## src/rtl/mem_port_arbiter.sv

```systemverilog
// rtl/mem_port_arbiter.sv - shares one memory port between instruction fetch and load/store
//
// Purpose:
//   Arbitrates between the fetch path and the load/store path, issues a single
//   memory command for the winner, waits out the memory read latency, then
//   returns the read data together with a one-cycle acknowledge to the winner.
//   Sequence per access: IDLE -> ISSUE (1 cycle) -> WAIT (READ_LATENCY cycles)
//   -> ACK (1 cycle) -> IDLE.
//
// Ports:
//   i_Clock, i_Reset_N          clock (rising edge), asynchronous active-low reset
//   i_Fetch_Req/_Addr           fetch request (held until ack) and byte address
//   o_Fetch_Ack/_Data           one-cycle fetch completion pulse and fetched word
//   i_Data_Req/_Write_Enable    load/store request (held until ack), 1 = store
//   i_Data_Load_Store_Type      byte/half/word and signedness code
//   i_Data_Addr/_Write_Data     load/store byte address and store data
//   o_Data_Ack/_Read_Data       one-cycle load/store completion pulse and load result
//   o_Mem_*                     memory command: enable, write enable, type, address, data
//   i_Mem_Read_Data             memory read data, valid READ_LATENCY cycles after the command
//   o_Busy                      high in every state except IDLE
//
// Build option:
//   MEM_ARB_ROUND_ROBIN_EN      defined: simultaneous requests alternate between the
//                               ports; undefined: load/store always beats fetch.

module mem_port_arbiter #(
   parameter int XLEN         = 32,
   parameter int READ_LATENCY = 1,
   parameter int LS_SEL_WIDTH = 2,
   parameter int LS_WIDTH     = LS_SEL_WIDTH + 1
) (
   input  logic                i_Clock,
   input  logic                i_Reset_N,
   input  logic                i_Fetch_Req,
   input  logic [XLEN-1:0]     i_Fetch_Addr,
   output logic                o_Fetch_Ack,
   output logic [XLEN-1:0]     o_Fetch_Data,
   input  logic                i_Data_Req,
   input  logic                i_Data_Write_Enable,
   input  logic [LS_WIDTH-1:0] i_Data_Load_Store_Type,
   input  logic [XLEN-1:0]     i_Data_Addr,
   input  logic [XLEN-1:0]     i_Data_Write_Data,
   output logic                o_Data_Ack,
   output logic [XLEN-1:0]     o_Data_Read_Data,
   output logic                o_Mem_Enable,
   output logic                o_Mem_Write_Enable,
   output logic [LS_WIDTH-1:0] o_Mem_Load_Store_Type,
   output logic [XLEN-1:0]     o_Mem_Addr,
   output logic [XLEN-1:0]     o_Mem_Write_Data,
   input  logic [XLEN-1:0]     i_Mem_Read_Data,
   output logic                o_Busy
);

   // Fetches always read a full word.
   localparam logic [LS_WIDTH-1:0] LS_TYPE_WORD = LS_WIDTH'(2);
   // Holds READ_LATENCY-1, and READ_LATENCY tops out at 7.
   localparam int CNT_WIDTH = 3;

   typedef enum logic [1:0] {
      S_IDLE  = 2'd0,
      S_ISSUE = 2'd1,
      S_WAIT  = 2'd2,
      S_ACK   = 2'd3
   } state_t;

   typedef enum logic {
      GRANT_FETCH = 1'b0,
      GRANT_DATA  = 1'b1
   } grant_t;

   state_t               r_State;
   state_t               w_Next_State;
   grant_t               r_Last_Grant;
   grant_t               w_Grant;
   logic                 w_Take;
   logic                 w_Capture;
   logic [CNT_WIDTH-1:0] r_Wait_Count;
   logic [XLEN-1:0]      r_Addr;
   logic [XLEN-1:0]      r_Write_Data;
   logic                 r_Write_Enable;
   logic [LS_WIDTH-1:0]  r_Type;
   logic [XLEN-1:0]      r_Fetch_Data;
   logic [XLEN-1:0]      r_Data_Read_Data;

   // State register
   always_ff @(posedge i_Clock or negedge i_Reset_N) begin
      if (!i_Reset_N) begin
         r_State <= S_IDLE;
      end else begin
         r_State <= w_Next_State;
      end
   end

   // Next state, grant selection and strobes
   always_comb begin
      w_Next_State       = r_State;
      w_Take             = 1'b0;
      w_Capture          = 1'b0;
      o_Mem_Enable       = 1'b0;
      o_Mem_Write_Enable = 1'b0;
      o_Fetch_Ack        = 1'b0;
      o_Data_Ack         = 1'b0;
      o_Busy             = (r_State != S_IDLE);

`ifdef MEM_ARB_ROUND_ROBIN_EN
      // On a tie, the port that did not win last time goes next.
      if (i_Data_Req && (!i_Fetch_Req || (r_Last_Grant == GRANT_FETCH))) begin
         w_Grant = GRANT_DATA;
      end else begin
         w_Grant = GRANT_FETCH;
      end
`else
      w_Grant = i_Data_Req ? GRANT_DATA : GRANT_FETCH;
`endif

      case (r_State)
         S_IDLE: begin
            if (i_Fetch_Req || i_Data_Req) begin
               w_Take       = 1'b1;
               w_Next_State = S_ISSUE;
            end
         end
         S_ISSUE: begin
            o_Mem_Enable       = 1'b1;
            o_Mem_Write_Enable = r_Write_Enable;
            w_Next_State       = S_WAIT;
         end
         S_WAIT: begin
            if (r_Wait_Count == '0) begin
               w_Capture    = 1'b1;
               w_Next_State = S_ACK;
            end
         end
         S_ACK: begin
            o_Fetch_Ack  = (r_Last_Grant == GRANT_FETCH);
            o_Data_Ack   = (r_Last_Grant == GRANT_DATA);
            w_Next_State = S_IDLE;
         end
         default: begin
            w_Next_State = S_IDLE;
         end
      endcase
   end

   // Command latch, wait counter and per-port read data
   always_ff @(posedge i_Clock or negedge i_Reset_N) begin
      if (!i_Reset_N) begin
         r_Last_Grant     <= GRANT_DATA;
         r_Wait_Count     <= '0;
         r_Addr           <= '0;
         r_Write_Data     <= '0;
         r_Write_Enable   <= 1'b0;
         r_Type           <= '0;
         r_Fetch_Data     <= '0;
         r_Data_Read_Data <= '0;
      end else begin
         // The payload is captured only at grant, so later changes on the
         // request inputs cannot disturb an access in progress.
         if (w_Take) begin
            r_Last_Grant <= w_Grant;
            if (w_Grant == GRANT_DATA) begin
               r_Addr         <= i_Data_Addr;
               r_Write_Data   <= i_Data_Write_Data;
               r_Write_Enable <= i_Data_Write_Enable;
               r_Type         <= i_Data_Load_Store_Type;
            end else begin
               r_Addr         <= i_Fetch_Addr;
               r_Write_Data   <= '0;
               r_Write_Enable <= 1'b0;
               r_Type         <= LS_TYPE_WORD;
            end
         end

         if (r_State == S_ISSUE) begin
            r_Wait_Count <= CNT_WIDTH'(READ_LATENCY - 1);
         end else if ((r_State == S_WAIT) && (r_Wait_Count != '0)) begin
            r_Wait_Count <= r_Wait_Count - 1'b1;
         end

         // Only the winner's result register moves; the other keeps its last value.
         if (w_Capture) begin
            if (r_Last_Grant == GRANT_FETCH) begin
               r_Fetch_Data <= i_Mem_Read_Data;
            end else begin
               r_Data_Read_Data <= i_Mem_Read_Data;
            end
         end
      end
   end

   assign o_Mem_Addr            = r_Addr;
   assign o_Mem_Write_Data      = r_Write_Data;
   assign o_Mem_Load_Store_Type = r_Type;
   assign o_Fetch_Data          = r_Fetch_Data;
   assign o_Data_Read_Data      = r_Data_Read_Data;

endmodule

```

## config.mk

```make
export PLATFORM = sky130hd
export DESIGN_NAME = mem_port_arbiter
export DESIGN_NICKNAME = d
export VERILOG_FILES = /design/src/rtl/mem_port_arbiter.sv
export SDC_FILE = /design/constraint.sdc
export NUM_CORES = 1
export LEC_CHECK = 0
export ABC_AREA = 1
export ABC_CLOCK_PERIOD_IN_PS = 2700
export CAP_MARGIN = 20
export CORE_MARGIN = 2
export CORE_UTILIZATION = 45
export DETAILED_ROUTE_END_ITERATION = 6
export HOLD_SLACK_MARGIN = 0.1
export PLACE_DENSITY = 0.93
export REMOVE_ABC_BUFFERS = 1
export SLEW_MARGIN = 15
export SYNTH_ARGS = -nofsm -noshare
export SYNTH_HDL_FRONTEND = slang
export SYNTH_SLANG_ARGS = --single-unit
```

## constraint.sdc

```tcl
create_clock -name i_Clock -period 2.7 [get_ports i_Clock]
set_input_delay 0.54 -clock i_Clock [delete_from_list [all_inputs] [get_ports i_Clock]]
set_output_delay 0.54 -clock i_Clock [all_outputs]
set_load 0.01 [all_outputs]
```

=== Word level (Yosys, flattened, before mapping) ===
Index checks and enable logic that the tools add are counted.

* Bits in registers: 138
* Latch bits: 0
* Memory bits (writable): 0
* Memory bits (read-only): 0
* Input port bits: 136
* Output and inout bits: 136
* Logic and storage cells: 44
* Memories: 0

* Add/sub/neg operators: 1
* Multipliers: 0
* Divide/modulo/power cells: 0
* Order comparisons: 0
* Equality and inequality tests: 5
* Shifts and indexed selects: 0
* Muxes and demuxes: 18
* Bitwise gates (word level): 1
* Reduce and logical (&&, ||, !) cells: 10

{| class="wikitable"
|+ Operators with widths
! kind !! number
|-
| 32-bit two-way mux || 2
|-
| 1-bit two-way mux || 10
|-
| 3-bit two-way mux || 3
|-
| 2-bit case mux with 4 select lines || 1
|-
| 2-bit AND reduction || 3
|-
| 2-bit == test (second input constant) || 2
|-
| 2-bit two-way mux || 2
|-
| 2-bit != test (second input constant) || 2
|-
| 2-bit nonzero test || 2
|-
| 3-bit zero test || 1
|-
| 3-bit nonzero test || 1
|-
| 3-bit by 1-bit subtractor with 3-bit output (second input constant) || 1
|-
| 2-bit by 1-bit == test with 1-bit output (second input constant) || 1
|-
| 2-bit zero test || 1
|-
| 1-bit logical AND || 1
|-
| 1-bit logical OR || 1
|-
| 1-bit inverter || 1
|}

=== Depth between registers and ports, before layout ===
* Word-level depth: 4
* Depth in mapped cells: 8
* Mapped depth without buffers: 7

=== Worst setup path before layout ===
Ideal clock, no wire load.

* Path type: reg-to-output
* From: reg r_State[0]
* To: out o_Busy
* Arrival: 1.144 ns
* Data required time: 2.160 ns
* Slack: 1.016 ns
* Stages on the path, launching flop included: 6
* Cell sequence: dfrtp_1 > inv_1 > ha_1 > buf_2 > clkbuf_1 > inv_1

* Cells in the longest elaborated chain, start to end: 1

{| class="wikitable"
|+ RTL lines
! element !! RTL line !! RTL
|-
| start, declared || 71 || <nowiki>state_t r_State;</nowiki>
|-
| start signal, assigned || 90 || <nowiki>r_State <= w_Next_State;</nowiki>
|-
| 2-bit nonzero test || 103 || <nowiki>o_Busy = (r_State != S_IDLE);</nowiki>
|-
| end, declared || 51 || <nowiki>output logic o_Busy</nowiki>
|}

Every way passes these cells.

=== Worst setup path in the final report ===
* From: reg r_State[1]
* To: out o_Mem_Write_Enable

* Cells in the longest elaborated chain, start to end: 2

{| class="wikitable"
|+ RTL lines
! element !! RTL line !! RTL
|-
| 2-bit by 1-bit == test with 1-bit output || 116 || <nowiki>case (r_State)</nowiki>
|-
| 1-bit two-way mux || 116 ||
|-
| end, declared || 46 || <nowiki>output logic o_Mem_Write_Enable,</nowiki>
|}

Every way passes these cells.

==> impl_summary.md <==
Worst setup path
The sort of element at the end of the critical path is an output pin. The worst register-to-register path has a setup slack of 0.74 ns. In this run the critical register-to-register path is launched from r_Wait_Count[0]$_DFFE_PN0P_. The critical path data required time is 2.16 ns. The arrival time of data at the critical path endpoint is 1.76 ns. The highest fanout seen on the critical path is 4. On the worst path, the slowest cell contributes a delay of 0.52 ns.

The worst register-to-register path has a depth of 7. STA classifies the critical path startpoint as a flop. For this design, the slowest cell found on the critical path is clkdlybuf4s50_1.

The critical path is of the flop to output pin type. Counting stages on the worst path, the most repeated cell is inv_1. The endpoint identified for the worst register-to-register timing path is o_Fetch_Data[5]$_DFFE_PN0P_.

The signal on the critical path passes through inv_1, ha_1, nand2_1, inv_1, clkdlybuf4s50_1.

Routing
After the first detailed-routing iteration, the DRC count stood at 612. The routed wire length is 18.87 mm. In the final routed layout, each cell accounts on average for 15.97 um. The number of routed nets with antenna violations is 0. The first detailed-routing pass ran for 5 iterations. In the routed layout, each cell is associated on average with a via count of 5.149. After detailed routing, the number of remaining DRC violations is 0. Across all layers, the routed design uses 6086 vias.

Placement
The weighted congestion at the end of routability-driven global placement is 0.8188. The cell total after placement is 1150. The post-detailed-placement half-perimeter wirelength is 13.40 mm. The count of port buffers added during placement is 271. The post-placement setup slack is 0.7804 ns.

Cells and area
The share of layout cells above drive strength 1 is 5.467%. The antenna cell count is 0. Leaving out filler cells and counting taps, the final layout contains 1182. The layout net count is 1136.

Compared with the post-synthesis result, the final layout area differs by 55.43%.

GRT
The total global routing overflow is 0. The via count of the first global-routing pass is 5913. The initial antenna violation count was 0. Global routing consumed, over all layers together, 26.47% of the routing resources.

Entering global routing, the biggest net connects 70 pins. The first global-routing pass estimated 29.99 mm of wire.

Synthesis
After synthesis, the netlist uses 20 different library cells. The synthesized instance count is 741. A synthesized cell averages 8.267 sq um. Summing every instance area after synthesis gives 6126 sq um.

In the post-synthesis netlist, the biggest area contributors are dfrtp_1 (56%), nand2_1 (25%), nand4_1 (6.7%). The sequential element share of the synthesized area is 56.39%. Counting flops and latches in the post-synthesis netlist gives 138. The area fraction of the dominant cell type after synthesis is 55.96%. For this run, the number of Yosys warnings is 0.

The most area-hungry cell type in the Yosys netlist is dfrtp_1.

Clock tree
The H-tree was split into 4 levels. The clock buffer count from CTS is 17. After clock tree synthesis, the repair step resized 0 gates. The maximum count of clock buffers along a single path is 2. The clock slew at the register clock pins of the worst setup and hold paths is 0.06 ns. The tree is rooted in a clkbuf_16. At the later pin of the worst-skew pair, clock insertion delay measures 0.42 ns.

Once the clock tree was built, the setup fixing pass inserted 0 buffers. TritonCTS built the clock tree. For this design, the CTS-stage hold fixing added 0 buffers. The number of clock sinks is 138.

Floorplan
The die height is 120.7 um. The number of rows created at floorplan is 42. The die covers 14560 sq um. In this run the count of I/O pins placed on the die edge is 272. The floorplan step set the die width to 120.7 um.

The starting density of the core is 46.26%. The placeable core region is 13240 sq um.

Power
The analysis attributes to cell leakage a power of 4.757 nW. The worst IR drop on VDD is 0.5163 mV. Power spread over the standard cell area amounts to 1148 nW/um^2. The design draws 10.93 mW.

Timing
Setup repair after global routing left no endpoint under its margin. The final setup violation count is 0. In the post-route analysis, the smallest setup slack over all paths is 0.3959 ns. At the pin with the least slew margin, the transition time is 0.7239 ns. The final critical path time including I/O delays and setup is 2.304 ns. The number of slew-limit violations in the final report came to 0. After routing, the total negative slack on setup checks comes to 0 ns. Of the available clock period, the critical path in the final layout requires 85.34%. The hold slack is 0.09912 ns. Based on the critical path, the design can be clocked at up to 434.0 MHz. The setup clock skew after layout is 0.004139 ns. Headroom to the max-slew limit came out at 51.69%. The final-report hold violation count is 0.

Run
The tool flagged a number of max-cap violations equal to 0.

Hold path
The tightest min-delay check is of the primary input to async pin type.

Outcome
The run finished with clean final reports.
-- worst max path at each step --
stage	from	to	cells after the start
after CTS	r_State[1]$_DFFE_PN0P_	o_Mem_Write_Enable	5
after global placement	r_State[1]$_DFFE_PN0P_	o_Mem_Write_Enable	5
final	r_State[1]$_DFFE_PN0P_	o_Mem_Write_Enable	5
after global routing	r_State[1]$_DFFE_PN0P_	o_Mem_Write_Enable	5
after floorplan	r_State[0]$_DFFE_PN0P_	o_Data_Read_Data[0]$_DFFE_PN0P_	5
after detailed placement	r_State[1]$_DFFE_PN0P_	o_Mem_Addr[5]$_DFFE_PN0P_	7
-- registers in the layout, summed over array words and instances, names as in the netlist --
| register | count |
|---|---|
| o_Data_Read_Data | 32 |
| o_Fetch_Data | 32 |
| o_Mem_Addr | 32 |
| o_Mem_Load_Store_Type | 3 |
| o_Mem_Write_Data | 32 |
| r_Last_Grant | 1 |
| r_State | 2 |
| r_Wait_Count | 3 |
| r_Write_Enable | 1 |
-- final cells by class --
cell class	count	area, sq um
Fill cell	967	3721
Sequential cell	138	3455
Timing Repair Buffer	285	2839
Multi-Input combinational cell	527	2291
Clock buffer	26	519.2
Tap cell	176	220.2
Clock inverter	6	107.6
Inverter	24	90.09
-- synth_stat cells (all sizes together) --
cell    number
nand2      403
dfrtp      137
nand4       66
buf         45
nand3       37
inv         24
clkbuf       7
ha           7
o21ai        7
nor2         4
a21oi        2
dfstp        1
or2          1
-- layout by cell type, fill, tap and decap left out, types with 3 or more instances in the layout --
cell type,n
buf_4,12
inv_1,20
nand2_1,403
clkbuf_16,17
o21ai_0,6
nand3_1,36
clkdlybuf4s50_1,269
clkbuf_1,3
inv_2,4
ha_1,6
dfrtp_1,137
nand4_1,66
clkbuf_8,6
bufinv_16,3
nor2_1,3
-- report_power, final --
part | leakage (nW) | internal, mW | switching, mW | total [mW]
combinational | 2.73 | 2.38 | 2.54 | 4.92
clock | 0.307 | 1.60 | 0.839 | 2.44
sequential | 1.72 | 3.03 | 0.543 | 3.57
-- critical path: cells and delay by family (launching register included) --
family	cells	cell delay (ns)
adders and majority gates	1	0.20
and+or+nand+nor	1	0.06
DFF	1	0.41
buffers and inverters	3	0.68
-- cells by family (layout without fill, tap and decap cells) --
kind of cell,after synthesis,after routing,share of synthesized area (%)
AND/OR/NAND/NOR,511,511,35.01
flip-flops,138,138,56.39
buffers and inverters,76,341,6.373
AO/OA/AOI/OAI,9,9,0.7966
adder cells (fa/ha/maj),7,7,1.430
-- through the flow --
step | util [%] | area (sq um)
after floorplan | - | 5826
after global placement | 67.17 | 8895
after detailed placement | 67.17 | 8895
after CTS | 71.90 | 9522
after global routing | 71.90 | 9522
final | 71.90 | 9522
-- routing by layer --
layer	part of all wire (%)	GRT usage (%)	vias to the layer above	wire, um
li1	-	-	2864	-
met1	37	30.21	2857	7054
met2	50	45.55	322	9354
met3	9.6	7.925	43	1805
met4	3.5	12.21	0	656
met5	0	0	-	0
Power figures use the tool's default switching activity.
